File: src/rtl/isqr_pkg.sv
`default_nettype none
// ============================================================================
// Module  : isqr_pkg
// Brief   : Shared widths and FSM state type for the sequential squarer.
// Revision: 1.0 - initial release
// ============================================================================
package isqr_pkg;

  localparam int ISQR_W   = 11;
  localparam int ISQR_SQW = 2 * ISQR_W;

  typedef enum logic [1:0] {
    IDLE = 2'd0,
    CALC = 2'd1,
    DONE = 2'd2
  } isqr_state_t;

endpackage
`default_nettype wire

File: src/rtl/isqr_seq_if.sv
`default_nettype none
// ============================================================================
// Module  : isqr_seq_if
// Brief   : Operand/result handshake bundle; x/ok exist with SQR_RANGE_CHECK_EN.
// Revision: 1.0 - initial release
// ============================================================================
interface isqr_seq_if #(
  parameter int W = isqr_pkg::ISQR_W
);

  logic           in_valid;
  logic           in_ready;
  logic [W-1:0]   r;
  logic           out_valid;
  logic           out_ready;
  logic [2*W-1:0] sq;
`ifdef SQR_RANGE_CHECK_EN
  logic [2*W-1:0] x;
  logic           ok;

  modport master (
    output in_valid, r, x, out_ready,
    input  in_ready, out_valid, sq, ok
  );

  modport slave (
    input  in_valid, r, x, out_ready,
    output in_ready, out_valid, sq, ok
  );
`else
  modport master (
    output in_valid, r, out_ready,
    input  in_ready, out_valid, sq
  );

  modport slave (
    input  in_valid, r, out_ready,
    output in_ready, out_valid, sq
  );
`endif

endinterface
`default_nettype wire

File: src/rtl/isqr_range_cmp.sv
`default_nettype none
// ============================================================================
// Module  : isqr_range_cmp
// Brief   : ok = sq <= x < sq + 2r + 1, i.e. r is the floor root of x.
//           Built only with SQR_RANGE_CHECK_EN.
// Revision: 1.0 - initial release
// ============================================================================
`ifdef SQR_RANGE_CHECK_EN
module isqr_range_cmp
  import isqr_pkg::*;
#(
  parameter int W = ISQR_W
) (
  input  logic [2*W-1:0] sq,
  input  logic [W-1:0]   r,
  input  logic [2*W-1:0] x,
  output logic           ok
);

  logic [2*W:0] w_sq;
  logic [2*W:0] w_x;
  logic [2*W:0] w_hi;

  assign w_sq = {1'b0, sq};
  assign w_x  = {1'b0, x};
  // {r,1} is 2r+1; the extra top bit keeps (2^W-1)^2 + 2^(W+1) - 1 exact
  assign w_hi = w_sq + {{W{1'b0}}, r, 1'b1};
  assign ok   = (w_sq <= w_x) && (w_x < w_hi);

endmodule
`endif
`default_nettype wire

File: src/rtl/isqr_seq.sv
`default_nettype none
// ============================================================================
// Module  : isqr_seq
// Brief   : Shift-add squarer, one multiplier bit per clock, valid/ready on
//           both sides. Optional floor-root check under SQR_RANGE_CHECK_EN.
// Revision: 1.0 - initial release
// ============================================================================
module isqr_seq
  import isqr_pkg::*;
#(
  parameter int W = ISQR_W
) (
  input  logic       clk,
  input  logic       rst,
  isqr_seq_if.slave  bus
);

  localparam int CW = (W > 1) ? $clog2(W) : 1;

  isqr_state_t    r_state;
  logic [W-1:0]   r_mplier;
  logic [2*W-1:0] r_mcand;
  logic [2*W-1:0] r_acc;
  logic [2*W-1:0] r_sq;
  logic [CW-1:0]  r_cnt;
  logic           r_in_ready;
  logic           r_out_valid;
  logic [2*W-1:0] w_sum;
`ifdef SQR_RANGE_CHECK_EN
  logic [W-1:0]   r_root;
  logic [2*W-1:0] r_x;
  logic           w_ok;
`endif

  assign w_sum = r_mplier[0] ? (r_acc + r_mcand) : r_acc;

  always_ff @(posedge clk or posedge rst) begin
    if (rst) begin
      r_state     <= IDLE;
      r_mplier    <= '0;
      r_mcand     <= '0;
      r_acc       <= '0;
      r_sq        <= '0;
      r_cnt       <= '0;
      r_in_ready  <= 1'b1;
      r_out_valid <= 1'b0;
`ifdef SQR_RANGE_CHECK_EN
      r_root      <= '0;
      r_x         <= '0;
`endif
    end else begin
      case (r_state)
        IDLE: begin
          if (bus.in_valid) begin
            r_mplier   <= bus.r;
            r_mcand    <= {{W{1'b0}}, bus.r};
            r_acc      <= '0;
            r_cnt      <= CW'(W - 1);
            r_in_ready <= 1'b0;
            r_state    <= CALC;
`ifdef SQR_RANGE_CHECK_EN
            r_root     <= bus.r;
            r_x        <= bus.x;
`endif
          end
        end
        CALC: begin
          r_acc    <= w_sum;
          r_mcand  <= r_mcand << 1;
          r_mplier <= r_mplier >> 1;
          r_cnt    <= r_cnt - 1'b1;
          // No early exit on a zero multiplier: latency is always W edges
          if (r_cnt == '0) begin
            r_sq        <= w_sum;
            r_out_valid <= 1'b1;
            r_state     <= DONE;
          end
        end
        DONE: begin
          if (bus.out_ready) begin
            r_out_valid <= 1'b0;
            r_in_ready  <= 1'b1;
            r_state     <= IDLE;
          end
        end
        default: begin
          r_out_valid <= 1'b0;
          r_in_ready  <= 1'b1;
          r_state     <= IDLE;
        end
      endcase
    end
  end

  assign bus.in_ready  = r_in_ready;
  assign bus.out_valid = r_out_valid;
  assign bus.sq        = r_sq;

`ifdef SQR_RANGE_CHECK_EN
  isqr_range_cmp #(
    .W (W)
  ) u_range_cmp (
    .sq (r_sq),
    .r  (r_root),
    .x  (r_x),
    .ok (w_ok)
  );

  assign bus.ok = r_out_valid & w_ok;
`endif

endmodule
`default_nettype wire

File: src/flat_wrapper.sv
// flat-port wrapper written by rule: the top's interface ports become plain ports
module isqr_seq_flat import isqr_pkg::*;
#(
  parameter int W = ISQR_W
)
  (clk, rst, bus_in_valid, bus_r, bus_out_ready, bus_in_ready, bus_out_valid, bus_sq);
  isqr_seq_if #(.W(W)) bus_i ();
  input  logic clk;
  input  logic rst;
  input wire logic [$bits(bus_i.in_valid)-1:0] bus_in_valid;
  input wire logic [$bits(bus_i.r)-1:0] bus_r;
  input wire logic [$bits(bus_i.out_ready)-1:0] bus_out_ready;
  output wire logic [$bits(bus_i.in_ready)-1:0] bus_in_ready;
  output wire logic [$bits(bus_i.out_valid)-1:0] bus_out_valid;
  output wire logic [$bits(bus_i.sq)-1:0] bus_sq;
  assign bus_i.in_valid = bus_in_valid;
  assign bus_i.r = bus_r;
  assign bus_i.out_ready = bus_out_ready;
  assign bus_in_ready = bus_i.in_ready;
  assign bus_out_valid = bus_i.out_valid;
  assign bus_sq = bus_i.sq;
  isqr_seq #(.W(W)) u_core (.clk(clk), .rst(rst), .bus(bus_i));
endmodule
File: config.mk
export PLATFORM = sky130hd
export DESIGN_NAME = isqr_seq_flat
export DESIGN_NICKNAME = d
export VERILOG_FILES = /design/src/rtl/isqr_pkg.sv /design/src/rtl/isqr_seq_if.sv /design/src/rtl/isqr_range_cmp.sv /design/src/rtl/isqr_seq.sv /design/src/flat_wrapper.sv
export SDC_FILE = /design/constraint.sdc
export NUM_CORES = 1
export LEC_CHECK = 0
export ABC_AREA = 1
export CORE_MARGIN = 2
export CORE_UTILIZATION = 35
export DETAILED_ROUTE_END_ITERATION = 8
export HOLD_SLACK_MARGIN = 0.1
export PLACE_DENSITY = 0.62
export SKIP_CTS_REPAIR_TIMING = 1
export SLEW_MARGIN = 20
export SYNTH_ARGS = -nofsm -noshare
export SYNTH_HDL_FRONTEND = slang
export SYNTH_SLANG_ARGS = --single-unit
File: constraint.sdc
create_clock -name clk -period 2.45 [get_ports clk]
set_input_delay 0.3675 -clock clk [delete_from_list [all_inputs] [get_ports clk]]
set_output_delay 0.3675 -clock clk [all_outputs]
set_load 0.02 [all_outputs]
; ---- After elaboration in Yosys (flattened, before gate mapping)
; Cells that the tools add are included.
[totals]
reg_bits = 85
inputBits = 15
word_cells = 44
[classes]
n_addsub = 2
eq_ne = 5
muxes = 19
bitwise = 2
reduce_logical = 8
[op_table]
columns = op, n
row1 = 22-bit case mux with 2 select lines, 2
row2 = 22-bit two-way mux, 3
row3 = 22-bit adder, 1
row4 = 11-bit case mux with 2 select lines, 1
row5 = 11-bit two-way mux, 1
row6 = 3-bit AND reduction, 3
row7 = 4-bit case mux with 2 select lines, 1
row8 = 2-bit two-way mux, 3
row9 = 1-bit case mux with 3 select lines, 2
row10 = 2-bit case mux with 3 select lines, 1
row11 = 4-bit zero test, 1
row12 = 1-bit two-way mux, 4
row13 = 4-bit two-way mux, 1
row14 = "2-bit inequality test, second input constant", 2
row15 = 2-bit AND reduction, 2
row16 = "4-bit by 1-bit subtractor with 4-bit output, second input constant", 1
row17 = "2-bit by 1-bit equality test with 1-bit output, second input constant", 1
row18 = "2-bit equality test, second input constant", 1
row19 = 2-bit zero test, 1
row20 = "2-bit by 1-bit inequality test with 1-bit output, second input constant", 1
row21 = 1-bit NOT, 2
row22 = 2-bit nonzero test, 1

; ---- Depth between registers and ports, before layout
; Gate-level depths: netlist of run 1.
[logic_depth]
word_depth = 3
ltp_mapped = 13

; ---- Least setup slack after synthesis of run 1
; No wires, ideal clock.
[synth_timing]
kind = register to register
start = reg u_core.r_acc[0]
end = reg u_core.r_acc[12]
t_arrival_ns = 1.710
required_time_ns = 2.333
path_slack_ns = 0.623
stages_incl_launch_ff = 13
n_path_buf = 0
period_less_slack_ns = 1.827
path_cell_list = dfrtp_1 ha_1 fa_1 nand3_1 nand3_2 nand3_1 nand2_2 nand2_1 nand2_1 nand2_1 nand3_1 nand3_1 nand2_1
[synth_via]
elab_chain_cells = 3
[synth_lines]
columns = item, line
row1 = start: declaration, isqr_seq.sv:23  ; logic [2*W-1:0] r_acc;
row2 = start signal: assignment, isqr_seq.sv:68  ; r_acc <= w_sum;
row3 = 22-bit adder, isqr_seq.sv:35  ; assign w_sum = r_mplier[0] ? (r_acc + r_mcand) : r_acc;
row4 = 22-bit two-way mux, isqr_seq.sv:35
row5 = 22-bit case mux with 2 select lines, isqr_seq.sv:52  ; case (r_state)
; No other way between the ends.
; A chain may end at the register's enable or synchronous reset.

; ---- Worst setup path after layout of run 1
[layout_timing]
start = reg u_core.r_mcand[0]
end = reg u_core.r_sq[8], in the netlist u_core.bus.sq[8]
[layout_via]
elab_chain_cells = 2
[layout_lines]
columns = item, line
row1 = start: declaration, isqr_seq.sv:22  ; logic [2*W-1:0] r_mcand;
row2 = start signal: assignment, isqr_seq.sv:56  ; r_mcand <= {{W{1'b0}}, bus.r};
row3 = start signal: assignment, isqr_seq.sv:69  ; r_mcand <= r_mcand << 1;
row4 = 22-bit adder, isqr_seq.sv:35
row5 = 22-bit two-way mux, isqr_seq.sv:35
row6 = end signal: assignment, isqr_seq.sv:74  ; r_sq <= w_sum;
row7 = end: declaration, isqr_seq.sv:24  ; logic [2*W-1:0] r_sq;
; No other way between the ends.

==> results of run 1 <==
## synth_stat cells, drive strengths merged
cell type  instances
nand2            267
inv               91
dfrtp             84
nand3             78
nor2              34
o21ai             31
ha                23
buf               14
a21oi             13
o22ai             12
or2               11
clkbuf             6
xnor2              5
nand4              4
o211ai             4
nor3               3
xor2               3
a21o               1
a22oi              1
dfstp              1
fa                 1
nand3b             1
o21bai             1
o221ai             1
or3                1
## state kept, by name (all words and copies together), names as in the netlist
| register | count |
|---|---|
| u_core.r_state | 2 |
| u_core.r_acc | 22 |
| u_core.bus.in_ready | 1 |
| u_core.bus.sq | 22 |
| u_core.bus.out_valid | 1 |
| u_core.r_mcand | 22 |
| u_core.r_cnt | 4 |
| u_core.r_mplier | 11 |
## routing by layer
metal | track usage [%] | routed length [um]
met5 | 0 | 0
met4 | 6.04 | 151
met3 | 2.43 | 487
met2 | 28.0 | 5630
met1 | 23.7 | 5850
## through the flow
stage               hold slack [ns]  instances
floorplan                     0.452        691
CTS                           0.367        916
global placement              0.458        900
finish                        0.364        916
global route                  0.408        916
detailed placement            0.458        900
## worst max-delay path by stage
stage / from / slack (ns) / end
after floorplan: u_core.r_acc[0] / 0.62 / u_core.r_acc[12]
after global placement: u_core.r_mcand[0] / 0.46 / u_core.bus.sq[12]
after detailed placement: u_core.r_acc[0] / 0.42 / u_core.bus.sq[8]
after CTS: u_core.r_acc[0] / 0.40 / u_core.bus.sq[12]
after global routing: u_core.r_mcand[0] / 0.20 / u_core.bus.sq[12]
final: u_core.r_mcand[0] / 0.41 / u_core.bus.sq[8]
## cell type report
type                       count  area [um^2]
clock buffer                  12          236
clock inverter                 4         75.1
fill                        1465         8030
inverter                      91          345
multi-input combinational    495         2470
sequential                    85         2130
tap                          180          225
timing repair buffer          49          475
## placed cells by master, fill, tap and decap left out, types with 6 or more instances in the layout
cell type | synthesis | layout
nand2_1 | 261 | 261
inv_1 | 88 | 87
dfrtp_1 | 84 | 84
nand3_1 | 73 | 73
clkdlybuf4s50_1 | 0 | 38
nor2_1 | 26 | 26
ha_1 | 23 | 23
o21ai_0 | 19 | 19
o22ai_1 | 12 | 12
o21ai_1 | 11 | 11
a21oi_1 | 11 | 11
or2_2 | 11 | 11
buf_4 | 4 | 10
clkbuf_16 | 0 | 9
nand2_2 | 6 | 6
## logic make-up after synthesis
kind of cell	Yosys count	synth area share, %
simple gates	399	34.1
buf+inv	111	8.88
flops	85	42.2
compound gates	64	7.39
fa+ha+maj	24	6.10
xor+xnor	8	1.39
## power by group
group          internal, W  total (W)  switching [W]
combinational      0.00200    0.00538        0.00339
sequential         0.00206    0.00251       0.000450
clock             0.000894    0.00144       0.000543
total              0.00495    0.00933        0.00438
==> impl_metrics.env, run 1 <==
export IMPL_status="finished, final reports clean"
export IMPL_slowest_stage="fa_1"
export IMPL_core_area_um2=14000
export IMPL_max_slew_worst_pin_slew_ns=0.441
export IMPL_ys_seq_area_share_pct=42.2
export IMPL_grt_overflow_total=0
export IMPL_setup_tns_ns=0
export IMPL_postLayoutCoreUtil_pct=42.6
export IMPL_dr_pass1_iters=4
export IMPL_setup_slack_ns=0.412
export IMPL_rr_endpoint="u_core.bus.sq[8]"
export IMPL_endpoint_kind="flop"
export IMPL_skew_ns=0.00976
export IMPL_place_ws_ns=0.418
export IMPL_portBuffers=38
export IMPL_clk_path_buf_depth=2
export IMPL_antenna_cells=0
export IMPL_placed_area_um2=5640
export IMPL_ys_ff_latch=85
export IMPL_rsz0062_at_grt="false"
export IMPL_reg2reg_depth=10
export IMPL_peakVddDrop_mv=0.933
export IMPL_finalHoldViolCount=0
export IMPL_antenna_found_initial=0
export IMPL_grt_max_degree=39
export IMPL_drive_gt1_share_pct=8.56
export IMPL_syn_area_um2=5040
export IMPL_synth_top_area_share_pct=41.7
export IMPL_grt_pass1_wl_um=20500
export IMPL_cp_top_family="adder cells"
export IMPL_path_depth=10
export IMPL_crit_path_start_kind="flop"
export IMPL_path_clk_slew_ns=0.06
export IMPL_power_total_w=0.00933
export IMPL_path_class="flop to flop"
export IMPL_yosys_area_top_type="dfrtp_1"
export IMPL_clock_tree_root_cell="clkbuf_16"
export IMPL_viasPerCell=4.75
export IMPL_relSlewSlack_pct=70.6
export IMPL_drv_cap=0
export IMPL_synth_nets=730
export IMPL_grt_total_usage_pct=17.3
export IMPL_ys_warn_count=0
export IMPL_nets=770
export IMPL_totalWireLength_um=12100
export IMPL_final_area_um2=5950
export IMPL_power_density_nw_per_um2=1570
export IMPL_grt_pass1_vias=4164
export IMPL_dieArea_um2=15400
export IMPL_clk_latency_ns=0.35
export IMPL_cts_made_buffers=9
export IMPL_io_pins=39
export IMPL_synthTopCellsByArea="dfrtp_1 (42%), nand2_1 (19%), nand3_1 (7.2%)"
export IMPL_reg2reg_setup_slack_ns=0.41
export IMPL_worstHoldPathType="input pin to async pin"
export IMPL_setup_violations_final=0
export IMPL_start_util_pct=36.1
export IMPL_p_leak_nw=3.09
export IMPL_drv_slew=0
export IMPL_rows=43
export IMPL_cts_num_sinks=85
export IMPL_vias=4351
export IMPL_crit_buf_inv=0
export IMPL_period_needed_ns=2.04
export IMPL_required_ns=2.68
export IMPL_die_h_um=124
export IMPL_remaining_drc_errors=0
export IMPL_die_w_um=124
export IMPL_wl_per_cell_um=13.2
export IMPL_place_congestion=0.904
export IMPL_synth_avg_cell_area_um2=7.30
export IMPL_cp_max_fo=4
export IMPL_dpl_hpwl_um=9050
export IMPL_syn_inst=691
export IMPL_cts_tree="done"
export IMPL_period_share_pct=83.2
export IMPL_fmax_ghz=0.491
export IMPL_ys_types=35
export IMPL_ant_nets=0
export IMPL_r2r_start="u_core.r_mcand[0]"
export IMPL_area_growth_pct=18.0
export IMPL_cp_arrival_ns=2.27
export IMPL_h_tree_depth=3
export IMPL_cp_cell_sequence="ha_1, fa_1, nand3_1, nand3_2, nand3_1, nand2_2, xnor2_1, nand2_1, o211ai_1, nand2_1"
export IMPL_slowest_delay_ns=0.44
export IMPL_first_iter_violations=230
(Power assumes the default switching activity.)
==> inputs of run 2 (changes only) <==
clock period = 1.65 ns   (was 2.45 ns; I/O delays follow)
==> run 2 against run 1 <==
The flow now finishes with violations (negative setup slack). Sequential share of layout area is 6.4 points lower. Final area up 22%. Total power increased by 92%. Core utilization up 9.5 points. Worst setup slack got worse by 0.65 ns. Non-clock buffer count is 83 higher. Largest cell class unchanged. Clock-buffer cell count is 3 lower. Global-route usage is 0.91 points higher. Sequential power rose by 55%. Clock skew decreased by 0.0013 ns. Register-to-register slack got worse by 0.65 ns.
==> impl_metrics.env, run 2 (same netlist as run 1, synthesis figures left out) <==
export IMPL_portBuffers=38
export IMPL_path_clk_slew_ns=0.07
export IMPL_worstHoldPathType="input pin to async pin"
export IMPL_area_growth_pct=44.2
export IMPL_multi_input_area_um2=3100
export IMPL_rows=43
export IMPL_grt_overflow_total=0
export IMPL_place_congestion=0.862
export IMPL_cts_num_sinks=85
export IMPL_dr_pass1_iters=4
export IMPL_remaining_drc_errors=0
export IMPL_period_share_pct=114
export IMPL_violations="negative setup slack"
export IMPL_mostFrequentLayoutCell="nand2_1"
export IMPL_setup_tns_ns=-4.96
export IMPL_clk_path_buf_depth=2
export IMPL_h_tree_depth=3
export IMPL_relSlewSlack_pct=70.9
export IMPL_placed_area_um2=6300
export IMPL_dpl_hpwl_um=9620
export IMPL_cts_tree="done"
export IMPL_vias=4780
export IMPL_drive_gt1_share_pct=31.1
export IMPL_totalWireLength_um=13800
export IMPL_peakVddDrop_mv=1.13
export IMPL_hold_ws_ns=0.247
export IMPL_grt_pass1_wl_um=21400
export IMPL_clock_tree_root_cell="clkbuf_16"
export IMPL_power_density_nw_per_um2=2460
export IMPL_fmax_ghz=0.531
export IMPL_path_class="flop to flop"
export IMPL_skew_ns=0.00845
export IMPL_finalHoldViolCount=0
export IMPL_dieArea_um2=15400
export IMPL_p_leak_nw=3.65
export IMPL_place_ws_ns=-0.239
export IMPL_reg_top3="u_core.bus.sq (22), u_core.r_acc (22), u_core.r_mcand (22)"
export IMPL_reg2reg_setup_slack_ns=-0.23
export IMPL_seq_area_um2=2130
export IMPL_antenna_cells=0
export IMPL_setup_slack_ns=-0.235
export IMPL_first_iter_violations=222
export IMPL_cp_arrival_ns=2.13
export IMPL_core_area_um2=14000
export IMPL_n_fill_cell=1313
export IMPL_grt_total_usage_pct=18.2
export IMPL_cp_max_fo=4
export IMPL_most_common_layout_cells="nand2_1 (230), buf_4 (84), inv_1 (83)"
export IMPL_grt_pass1_vias=4429
export IMPL_period_needed_ns=1.88
export IMPL_status="finished with violations"
export IMPL_die_h_um=124
export IMPL_io_pins=39
export IMPL_clk_latency_ns=0.36
export IMPL_cts_made_buffers=9
export IMPL_viasPerCell=4.78
export IMPL_nets=853
export IMPL_start_util_pct=36.1
export IMPL_grt_max_degree=33
export IMPL_antenna_found_initial=0
export IMPL_required_ns=1.89
export IMPL_setup_violations_final=37
export IMPL_ant_nets=0
export IMPL_die_w_um=124
export IMPL_drv_cap=0
export IMPL_final_area_um2=7280
export IMPL_wl_per_cell_um=13.8
export IMPL_max_slew_worst_pin_slew_ns=0.435
export IMPL_rsz0062_at_grt="true"
export IMPL_drv_slew=0
export IMPL_endpoint_kind="flop"
export IMPL_crit_path_start_kind="flop"
[run 2: cell types whose count changed in the layout (fill, tap and decap cells not counted), sizes merged, moves of 2 or more]
cell / delta
buf: +83
clkinv: +4
clkbuf: -3
bufinv: -2
inv: +2
[run 2: worst paths after layout]
path | endpoint | depth (start not counted) | from
hold reg to reg | u_core.bus.in_ready | 2 | u_core.bus.in_ready
min in group clk | u_core.bus.in_ready | 2 | u_core.bus.in_ready
max in group asynchronous | u_core.r_mcand[4] | 3 | rst
setup / recovery | u_core.bus.sq[12] | 12 | u_core.r_mcand[0]
setup reg to reg | u_core.bus.sq[12] | 12 | u_core.r_mcand[0]
hold / removal | u_core.r_acc[10] | 2 | rst
[run 2: critical path: stages (launching register included)]
cell and delay [ns]:
dfrtp_1 0.38, ha_2 0.21, fa_2 0.40, nand3_2 0.10, nand3_4 0.10, nand3_2 0.10, nand2_4 0.08, nand2_2 0.08
nand2_1 0.05, nand2_1 0.06, nand3_2 0.09, nand3_2 0.09, nand2_1 0.05
[run 2: cell type report]
cell class                      count  share of cell area [%]
Inverter                           91                    4.75
Timing Repair Buffer              132                    16.4
Clock inverter                      7                   0.671
Tap cell                          180                    3.09
Sequential cell                    85                    29.3
Multi-Input combinational cell    495                    42.7
Clock buffer                        9                    3.09
[run 2: power by group]
part / total (W) / leakage, nW / switching (W) / internal, W
Clock: 0.00190 / 0.136 / 0.000880 / 0.00102
Sequential: 0.00390 / 1.06 / 0.000836 / 0.00307
Combinational: 0.0121 / 2.46 / 0.00648 / 0.00560
Total: 0.0179 / 3.65 / 0.00820 / 0.00969
[run 2: through the flow]
step / instances / total power, W / utilization [%]
finish: 999 / 0.0179 / 52.0
global route: 999 / 0.0193 / 52.0
CTS: 990 / 0.0156 / 47.0
detailed placement: 974 / 0.0136 / 45.1
global placement: 974 / 0.0135 / 45.1
floorplan: 691 / 0.00968 / -
[run 2: routing by layer]
metal / GRT usage [%] / share of wire (%) / up-vias
li1: - / - / 2443
met1: 25.4 / 47 / 2248
met2: 28.7 / 48 / 74
met3: 2.56 / 3.1 / 15
met4: 7.16 / 1.6 / 0
met5: 0 / 0 / -
